$ cat config.mk
export PLATFORM = sky130hd
export DESIGN_NAME = switch_debouncer_flat
export DESIGN_NICKNAME = d
export VERILOG_FILES = /design/src/rtl/switch_debouncer_pkg.sv /design/src/rtl/switch_debouncer_if.sv /design/src/rtl/switch_debouncer_sync_2ff.sv /design/src/rtl/switch_debouncer.sv /design/src/flat_wrapper.sv
export SDC_FILE = /design/constraint.sdc
export NUM_CORES = 1
export LEC_CHECK = 0
export CAP_MARGIN = 20
export CORE_ASPECT_RATIO = 2
export CORE_UTILIZATION = 56
export CTS_BUF_LIST = sky130_fd_sc_hd__clkbuf_2 sky130_fd_sc_hd__clkbuf_4 sky130_fd_sc_hd__clkbuf_8
export DETAILED_ROUTE_END_ITERATION = 8
export PLACE_DENSITY = 0.73
export SKIP_LAST_GASP = 1
export SLEW_MARGIN = 15
export SYNTH_ARGS = -nofsm -noshare
export SYNTH_HDL_FRONTEND = slang
export SYNTH_SLANG_ARGS = --single-unit
$ cat constraint.sdc
create_clock -name clk -period 3.9 [get_ports clk]
set_input_delay 0.78 -clock clk [delete_from_list [all_inputs] [get_ports clk]]
set_output_delay 0.78 -clock clk [all_outputs]
set_load 0.02 [all_outputs]
$ cat src/rtl/switch_debouncer_pkg.sv
// Shared definitions for the switch debouncer: FSM state encoding,
// default cycle constants for a 50 MHz clock, and the level decode.
package switch_debouncer_pkg;

  typedef enum logic [1:0] {
    S_LOW  = 2'd0,  // stable low
    S_RISE = 2'd1,  // candidate high, counting
    S_HIGH = 2'd2,  // stable high
    S_FALL = 2'd3   // candidate low, counting
  } state_e;

  // 10 ms debounce and 1 s long-press at 50 MHz
  localparam int DEF_DEBOUNCE_CYCLES = 500000;
  localparam int DEF_LONG_CYCLES     = 50000000;

  // Debounced level implied by a state: high once a rise has been accepted
  // and still high while a fall is only a candidate.
  function automatic logic level_of(input state_e s);
    logic lvl;
    case (s)
      S_LOW:   lvl = 1'b0;
      S_RISE:  lvl = 1'b0;
      S_HIGH:  lvl = 1'b1;
      S_FALL:  lvl = 1'b1;
      default: lvl = 1'b0;
    endcase
    return lvl;
  endfunction

endpackage

$ cat src/rtl/switch_debouncer_if.sv
// Signal bundle between a raw board switch and its debounced consumers.
// slave is the debouncer side; master is the board/consumer side.
interface switch_debouncer_if;

  logic switch;         // raw, asynchronous, bouncing input
  logic level;          // debounced level
  logic press;          // one-cycle pulse on level 0->1
  logic release_pulse;  // one-cycle pulse on level 1->0
  logic long_press;     // one-cycle pulse after a long continuous hold
  logic led;            // toggles on every press

  modport master (
    output switch,
    input  level, press, release_pulse, long_press, led
  );

  modport slave (
    input  switch,
    output level, press, release_pulse, long_press, led
  );

endinterface

$ cat src/rtl/switch_debouncer_sync_2ff.sv
// Two-flop synchronizer (sync_2ff) for a single asynchronous board input.
// Both stages clear to 0 on reset; only the second stage is exported.
module switch_debouncer_sync_2ff (
  input  logic clk,
  input  logic rst,
  input  logic d,
  output logic q
);

  logic sync0_q, sync0_d;
  logic sync1_q, sync1_d;

  // Shift the raw input one stage per clock.
  always_comb begin
    sync0_d = d;
    sync1_d = sync0_q;
  end

  // Synchronizer stages, cleared asynchronously.
  always_ff @(posedge clk or posedge rst) begin
    if (rst) begin
      sync0_q <= 1'b0;
      sync1_q <= 1'b0;
    end else begin
      sync0_q <= sync0_d;
      sync1_q <= sync1_d;
    end
  end

  assign q = sync1_q;

endmodule

$ cat src/rtl/switch_debouncer.sv
// Debounces a raw mechanical switch into a clean level plus press, release
// and long-press pulses, and a press-toggled LED. DEBOUNCE_CYCLES must be
// at least 2 and LONG_CYCLES must exceed DEBOUNCE_CYCLES.
module switch_debouncer
  import switch_debouncer_pkg::*;
#(
  parameter int DEBOUNCE_CYCLES = DEF_DEBOUNCE_CYCLES,
  parameter int LONG_CYCLES     = DEF_LONG_CYCLES
) (
  input  logic               clk,
  input  logic               rst,
  switch_debouncer_if.slave  io
);

  localparam int CW = $clog2(LONG_CYCLES + 1);

  localparam logic [CW-1:0] CNT_ZERO  = {CW{1'b0}};
  localparam logic [CW-1:0] CNT_ONE   = CW'(32'd1);
  localparam logic [CW-1:0] DEB_LAST  = CW'(DEBOUNCE_CYCLES - 1);
  localparam logic [CW-1:0] LONG_MAX  = CW'(LONG_CYCLES);
  localparam logic [CW-1:0] LONG_LAST = CW'(LONG_CYCLES - 1);

  logic          sync_level;

  state_e        state_q, state_d;
  logic [CW-1:0] dcnt_q, dcnt_d;       // debounce counter
  logic [CW-1:0] hcnt_q, hcnt_d;       // hold counter
  logic          level_q, level_d;
  logic          level_dly_q, level_dly_d;
  logic          press_q, press_d;
  logic          release_q, release_d;
  logic          long_q, long_d;
  logic          led_q, led_d;

  switch_debouncer_sync_2ff u_sync (
    .clk (clk),
    .rst (rst),
    .d   (io.switch),
    .q   (sync_level)
  );

  // Debounce FSM: a change is accepted only after DEBOUNCE_CYCLES
  // consecutive synchronized samples at the new polarity.
  always_comb begin
    state_d = state_q;
    dcnt_d  = dcnt_q;
    case (state_q)
      S_LOW: begin
        if (sync_level) begin
          state_d = S_RISE;
          dcnt_d  = CNT_ONE;
        end else begin
          dcnt_d  = CNT_ZERO;
        end
      end
      S_RISE: begin
        if (!sync_level) begin
          state_d = S_LOW;
          dcnt_d  = CNT_ZERO;
        end else if (dcnt_q == DEB_LAST) begin
          state_d = S_HIGH;
          dcnt_d  = CNT_ZERO;
        end else begin
          dcnt_d  = dcnt_q + CNT_ONE;
        end
      end
      S_HIGH: begin
        if (!sync_level) begin
          state_d = S_FALL;
          dcnt_d  = CNT_ONE;
        end else begin
          dcnt_d  = CNT_ZERO;
        end
      end
      S_FALL: begin
        if (sync_level) begin
          state_d = S_HIGH;
          dcnt_d  = CNT_ZERO;
        end else if (dcnt_q == DEB_LAST) begin
          state_d = S_LOW;
          dcnt_d  = CNT_ZERO;
        end else begin
          dcnt_d  = dcnt_q + CNT_ONE;
        end
      end
      default: begin
        state_d = S_LOW;
        dcnt_d  = CNT_ZERO;
      end
    endcase
  end

  // Level, edge pulses (one cycle after the level change) and LED toggle.
  always_comb begin
    level_d     = level_of(state_d);
    level_dly_d = level_q;
    press_d     = level_q & ~level_dly_q;
    release_d   = ~level_q & level_dly_q;
    led_d       = led_q ^ press_d;
  end

  // Hold counter: restarts on a fresh rise, keeps running through a
  // candidate fall so a bounce back continues the hold, saturates at
  // LONG_CYCLES and fires long_press on the step that reaches it.
  always_comb begin
    hcnt_d = hcnt_q;
    long_d = 1'b0;
    if (!level_d) begin
      hcnt_d = CNT_ZERO;
    end else if (!level_q) begin
      hcnt_d = CNT_ZERO;
    end else if (hcnt_q != LONG_MAX) begin
      hcnt_d = hcnt_q + CNT_ONE;
      long_d = (hcnt_q == LONG_LAST);
    end else begin
      hcnt_d = hcnt_q;
    end
  end

  // State, counters and output registers; reset aborts any count silently.
  always_ff @(posedge clk or posedge rst) begin
    if (rst) begin
      state_q     <= S_LOW;
      dcnt_q      <= CNT_ZERO;
      hcnt_q      <= CNT_ZERO;
      level_q     <= 1'b0;
      level_dly_q <= 1'b0;
      press_q     <= 1'b0;
      release_q   <= 1'b0;
      long_q      <= 1'b0;
      led_q       <= 1'b0;
    end else begin
      state_q     <= state_d;
      dcnt_q      <= dcnt_d;
      hcnt_q      <= hcnt_d;
      level_q     <= level_d;
      level_dly_q <= level_dly_d;
      press_q     <= press_d;
      release_q   <= release_d;
      long_q      <= long_d;
      led_q       <= led_d;
    end
  end

  assign io.level         = level_q;
  assign io.press         = press_q;
  assign io.release_pulse = release_q;
  assign io.long_press    = long_q;
  assign io.led           = led_q;

endmodule

$ cat src/flat_wrapper.sv
// flat-port wrapper written by rule: the top's interface ports become plain ports
module switch_debouncer_flat import switch_debouncer_pkg::*;
#(
  parameter int DEBOUNCE_CYCLES = DEF_DEBOUNCE_CYCLES,
  parameter int LONG_CYCLES     = DEF_LONG_CYCLES
)
  (clk, rst, io_switch, io_level, io_press, io_release_pulse, io_long_press, io_led);
  switch_debouncer_if io_i ();
  input  logic clk;
  input  logic rst;
  input wire logic [$bits(io_i.switch)-1:0] io_switch;
  output wire logic [$bits(io_i.level)-1:0] io_level;
  output wire logic [$bits(io_i.press)-1:0] io_press;
  output wire logic [$bits(io_i.release_pulse)-1:0] io_release_pulse;
  output wire logic [$bits(io_i.long_press)-1:0] io_long_press;
  output wire logic [$bits(io_i.led)-1:0] io_led;
  assign io_i.switch = io_switch;
  assign io_level = io_i.level;
  assign io_press = io_i.press;
  assign io_release_pulse = io_i.release_pulse;
  assign io_long_press = io_i.long_press;
  assign io_led = io_i.led;
  switch_debouncer #(.DEBOUNCE_CYCLES(DEBOUNCE_CYCLES), .LONG_CYCLES(LONG_CYCLES)) u_core (.clk(clk), .rst(rst), .io(io_i));
endmodule
Word level (Yosys, flattened, before mapping)
Cells that the tools add are included.
- add/subtract/negate cells: 2
- multiply operators: 0
- div/mod/pow operators: 0
- $lt $le $gt $ge: 0
- equality and inequality tests: 10
- shift-type cells: 0
- mux-type cells: 20
- bitwise gates (word level): 5
- reductions and logical operators: 4
- operator list (kind ; number):
    $mux 26 ; 6
    $pmux 26 s4 ; 1
    $add 26x1->26 const B ; 2
    $eq 26x19->1 const B ; 1
    $eq 26x26->1 const B ; 1
    $ne 26x26->1 const B ; 1
    $mux 2 ; 6
    $eq 2x2->1 const B ; 4
    $pmux 2 s4 ; 1
    $mux 1 ; 5
    $eq 2x1->1 const B ; 2
    $logic_not 2->1 ; 2
    $reduce_or 2->1 ; 2
    $ne 3x3->1 const B ; 1
    $and 1x1->1 ; 2
    $not 1->1 ; 2
    $pmux 1 s2 ; 1
    $xor 1x1->1 ; 1
- register bits: 62
- bits in latches: 0
- bits in writable memories: 0
- bits in read-only memories: 0
- input port bits: 3
- logic and storage cells: 52
- memories: 0

Depth between registers and ports, before layout
- depth after elaboration: 8
- depth in mapped cells: 8
- gate-level depth less buffers: 6

Cells and area by module
Synthesis repeated with hierarchy kept, for this count alone.
- cell total of the unflattened synthesis: 327
- area total of the unflattened synthesis: 3229.3 µm²
- modules (own cells, without submodules) (module ; instances ; cells an instance ; area an instance (µm²) ; seq. area each (µm²)):
    switch_debouncer ; 1 ; 324 ; 3175.5 ; 1501.4
    switch_debouncer_sync_2ff ; 1 ; 3 ; 53.8 ; 50.0

Least setup slack after synthesis
OpenSTA, ideal clock, no wires.
- path type: register to register
- start: register u_core.dcnt_q[0]
- end: register u_core.hcnt_q[6]
- setup time: 94 ps
- arrival: 1964 ps
- required time: 3806 ps
- slack: 1842 ps
- stages on the path, launching flop included: 9
- period minus slack after synthesis: 2058 ps
- cell sequence: dfrtp_1 -> ha_1 -> and4_1 -> clkbuf_1 -> and4b_1 -> a31o_2 -> buf_2 -> buf_2 -> a211oi_1
- longest elaborated chain between the ends: 8
- elaborated cells on any way between the ends: 15
- classes of those cells: eq/ne: 5; mux: 7; reduce/logical: 3
- RTL lines (item ; line ; RTL):
    start, declared ; switch_debouncer.sv:26 ; logic [CW-1:0] dcnt_q, dcnt_d;
    start signal, assigned ; switch_debouncer.sv:134 ; dcnt_q <= dcnt_d;
    $eq 26x19->1 * ; switch_debouncer.sv:60, switch_debouncer.sv:79 ;
    $mux 2, on equally long branches ; switch_debouncer.sv:79, switch_debouncer.sv:60 ;
    $mux 2, on equally long branches ; switch_debouncer.sv:76, switch_debouncer.sv:57 ;
    $pmux 2 s4 * ; switch_debouncer.sv:47 ; case (state_q)
    $eq 2x2->1, or another cell as far along ; switch_debouncer_pkg.sv:20 ; case (s)
    $reduce_or 2->1 (no line) ; - ;
    $pmux 1 s2 * ; switch_debouncer_pkg.sv:20 ;
    $ne 3x3->1 (no line) or $mux 26 (tied branches) ; - ;
    end signal, assigned ; switch_debouncer.sv:135 ; hcnt_q <= hcnt_d;
    end, declared ; switch_debouncer.sv:27 ; logic [CW-1:0] hcnt_q, hcnt_d;
Mark *: on every way between the ends. The rest lies on a longest branch, timed or not.
A chain may end at the register's enable or synchronous reset.

Worst setup path in the final report
- start: register u_core.dcnt_q[0]
- end: register u_core.dcnt_q[19]
- longest elaborated chain between the ends: 4
- elaborated cells on any way between the ends: 6
- classes of those cells: add/sub: 1; eq/ne: 1; mux: 4
- RTL lines (item ; line):
    $add 26x1->26 or $eq 26x19->1 (tied branches) ; -
    $mux 26 * ; switch_debouncer.sv:60, switch_debouncer.sv:79
    $mux 26, on equally long branches ; switch_debouncer.sv:76, switch_debouncer.sv:57
    $pmux 26 s4 * ; switch_debouncer.sv:47
    named net u_core.dcnt_d[19] ; switch_debouncer.sv:26
Mark *: on every way through the listed nets, which the timed path passes. The rest lies on a longest branch.

==> out/qor.csv <==
metric,value,unit
status,"finished, final reports clean",
numCtsBuffers,9,
ys_warn_count,0,
die_y,109,µm
fin_crit,2360,ps
synthDistinctLibCells,40,
ctsResizeCount,0,
synth_area,3220,µm²
grt_max_degree,51,
pin_count,8,
skew,8.82,ps
start_util,58.9,%
cts_tree,done,
rsz0062_at_grt,false,
die-area,6080,µm²
clk_pin_slew,70,ps
fillers,459,
clock_path_buffers,2,
cp.required,4130,ps
postSynthCellCount,322,
grt_usage,26.6,%
setup_tns,0,ps
dp_hpwl,4.94,mm
swShare,20.5,%
synth_fp_nets,328,
synth_seq_cells,62,
placed_cell_area,3310,µm²
finalCritPeriodShare,60.5,%
wl_per_cell,18.8,µm
synth_edf_count,0,
diodes,0,
numPortBuffers,7,
num_vias,2610,
seq_area,1550,µm²
setup_violations,0,
cts_setup_buffers,0,
yosysSeqAreaShare,48.2,%
area_growth,9.24,%
drive_above_1_share,7.90,%
rows,38,
synth.area.top_cells,"dfrtp_1, xor2_1, nand3_1, a221oi_1, a211oi_1",
avgViaCountPerCell,6.71,
slew_headroom,43.9,%
grt_pass1_vias,2622,
worst_slew_pin_slew,840,ps
gp_congestion,0.846,
netlist_top_cells_count,"dfrtp_1, nand3_1, nor2_1",
die_x,55.6,µm
finish.instance_area,3520,µm²
synth_top_area_share,48.2,%
nets,331,
power.switching,0.000261,W
power_frac_seq,51.0,%
postCtsHoldBufs,0,
critPathArrivalTime,2590,ps
hold_viol,0,
final_antenna_net_count,0,
clockPowerShare,47.1,%
numClockSinks,62,
routed_wl,7.32,mm
multi_input_area,1550,µm²
insertion_delay,340,ps
synth_most_common_cell,dfrtp_1,
antenna_found_initial,0,
drt_first_pass_iters,5,
synth_area_per_cell,10.0,µm²
drtIter0Drc,106,
yosys_most_used_dff,dfrtp_1,
synthArstFlopShare,100,%
internal-power,0.00101,W
worst-path-max-fanout,25,
critPathLaunchType,register,
p_leak,1.36,nW
setup.worst_path.class,register to register,
hold_class,register to register,
gr-total-overflow,0,
combPwrFrac,2.0,%
drc,0,
irDropWorstVdd,0.000404,V
yosys.area.top_type,dfrtp_1,
fp.coreArea,5470,µm²
htreeDepth,3,
end_kind,register,
cap_violations,0,
root_buffer,clkbuf_8,
grt_pass1_wl,12.2,mm
power_density,362,nW/µm²
fmax,423,MHz
slew_viol_final,0,
==> state kept, by name, indices dropped and copies added, names as in the netlist <==
signal and cells:
u_core.dcnt_q 26, u_core.hcnt_q 26, u_core.state_q 2, u_core.io.led 1, u_core.io.level 1, u_core.io.long_press 1
u_core.io.press 1, u_core.io.release_pulse 1, u_core.level_dly_q 1, u_core.u_sync.q 1, u_core.u_sync.sync0_q 1
==> layout by cell type (no fill, tap or decap), drive strengths merged, types with 2 or more instances in the layout <==
cell and count:
dfrtp 62, nand3 25, nor2 18, xor2 17
o21ai 15, nand2 14, nand4 14, or3 14
a221oi 14, a211oi 13, or4 11, a21oi 11
and3 10, xnor2 10, clkbuf 10, o31ai 9
and4 8, inv 8, clkdlybuf4s50 7, nor4 6
clkinv 5, nor3 4, buf 4, nor4b 3
ha 3, nand4bb 2, bufinv 2
==> layout make-up <==
class	instances	share of cell area [%]
Clock inverter	5	2.13
Tap cell	60	2.13
Sequential cell	62	44.1
Inverter	10	1.10
Multi-Input combinational cell	231	44.0
Clock buffer	10	3.73
Timing Repair Buffer	11	2.84
==> through the flow <==
stage	instances	power [W]	setup WS, ps	util [%]	hold WS, ps
2_1_floorplan	322	0.000677	1580	-	331
3_3_place_gp	374	0.000686	1640	60.6	334
3_5_place_dp	374	0.000687	1580	60.6	339
4_1_cts	389	0.00128	1560	64.3	348
5_1_grt	389	0.00132	1360	64.4	364
6_report	389	0.00127	1540	64.4	346
==> routing by layer <==
layer	share of wire [%]	track usage (%)	routed length (µm)
met2	56	48.2	4060
met3	2.3	5.22	168
met4	4.5	17.9	328
met5	0	0	0
met1	38	27.2	2760
==> final timing paths <==
| kind | start | to | slack (ps) | cells after the start |
|---|---|---|---|---|
| setup / recovery | u_core.dcnt_q[0] | u_core.dcnt_q[19] | 1540 | 5 |
| max in group asynchronous | rst | u_core.dcnt_q[12] | 2360 | 3 |
| setup reg to reg | u_core.dcnt_q[0] | u_core.dcnt_q[19] | 1540 | 5 |
| hold reg to reg | u_core.u_sync.sync0_q | u_core.u_sync.q | 350 | 0 |
| hold / removal | u_core.u_sync.sync0_q | u_core.u_sync.q | 350 | 0 |
| min in group asynchronous | rst | u_core.u_sync.q | 900 | 2 |
==> power groups by stage <==
stage	clock network (W)	logic (W)	registers, W
6_report	0.000599	0.0000249	0.000649
5_1_grt	0.000637	0.0000297	0.000649
4_1_cts	0.000610	0.0000259	0.000649
3_5_place_dp	0	0.0000259	0.000661
3_3_place_gp	0	0.0000255	0.000660
2_1_floorplan	0	0.0000168	0.000660
==> critical path, stage by stage, from the launching register on <==
cell and delay (ps):
dfrtp_1 410, ha_1 230, and4_1 340, and4b_1 320, a211o_1 690, o21ba_2 250
==> logic make-up after synthesis <==
kind of cell	Yosys count	share of synthesized area (%)
AO/OA/AOI/OAI	68	14.9
AND/OR/NAND/NOR	133	24.7
adder cells (fa/ha/maj)	3	1.17
XOR/XNOR	27	7.34
buffers and inverters	29	3.81
flip-flops	62	48.2
No activity file was read; power rests on OpenSTA's default activity.
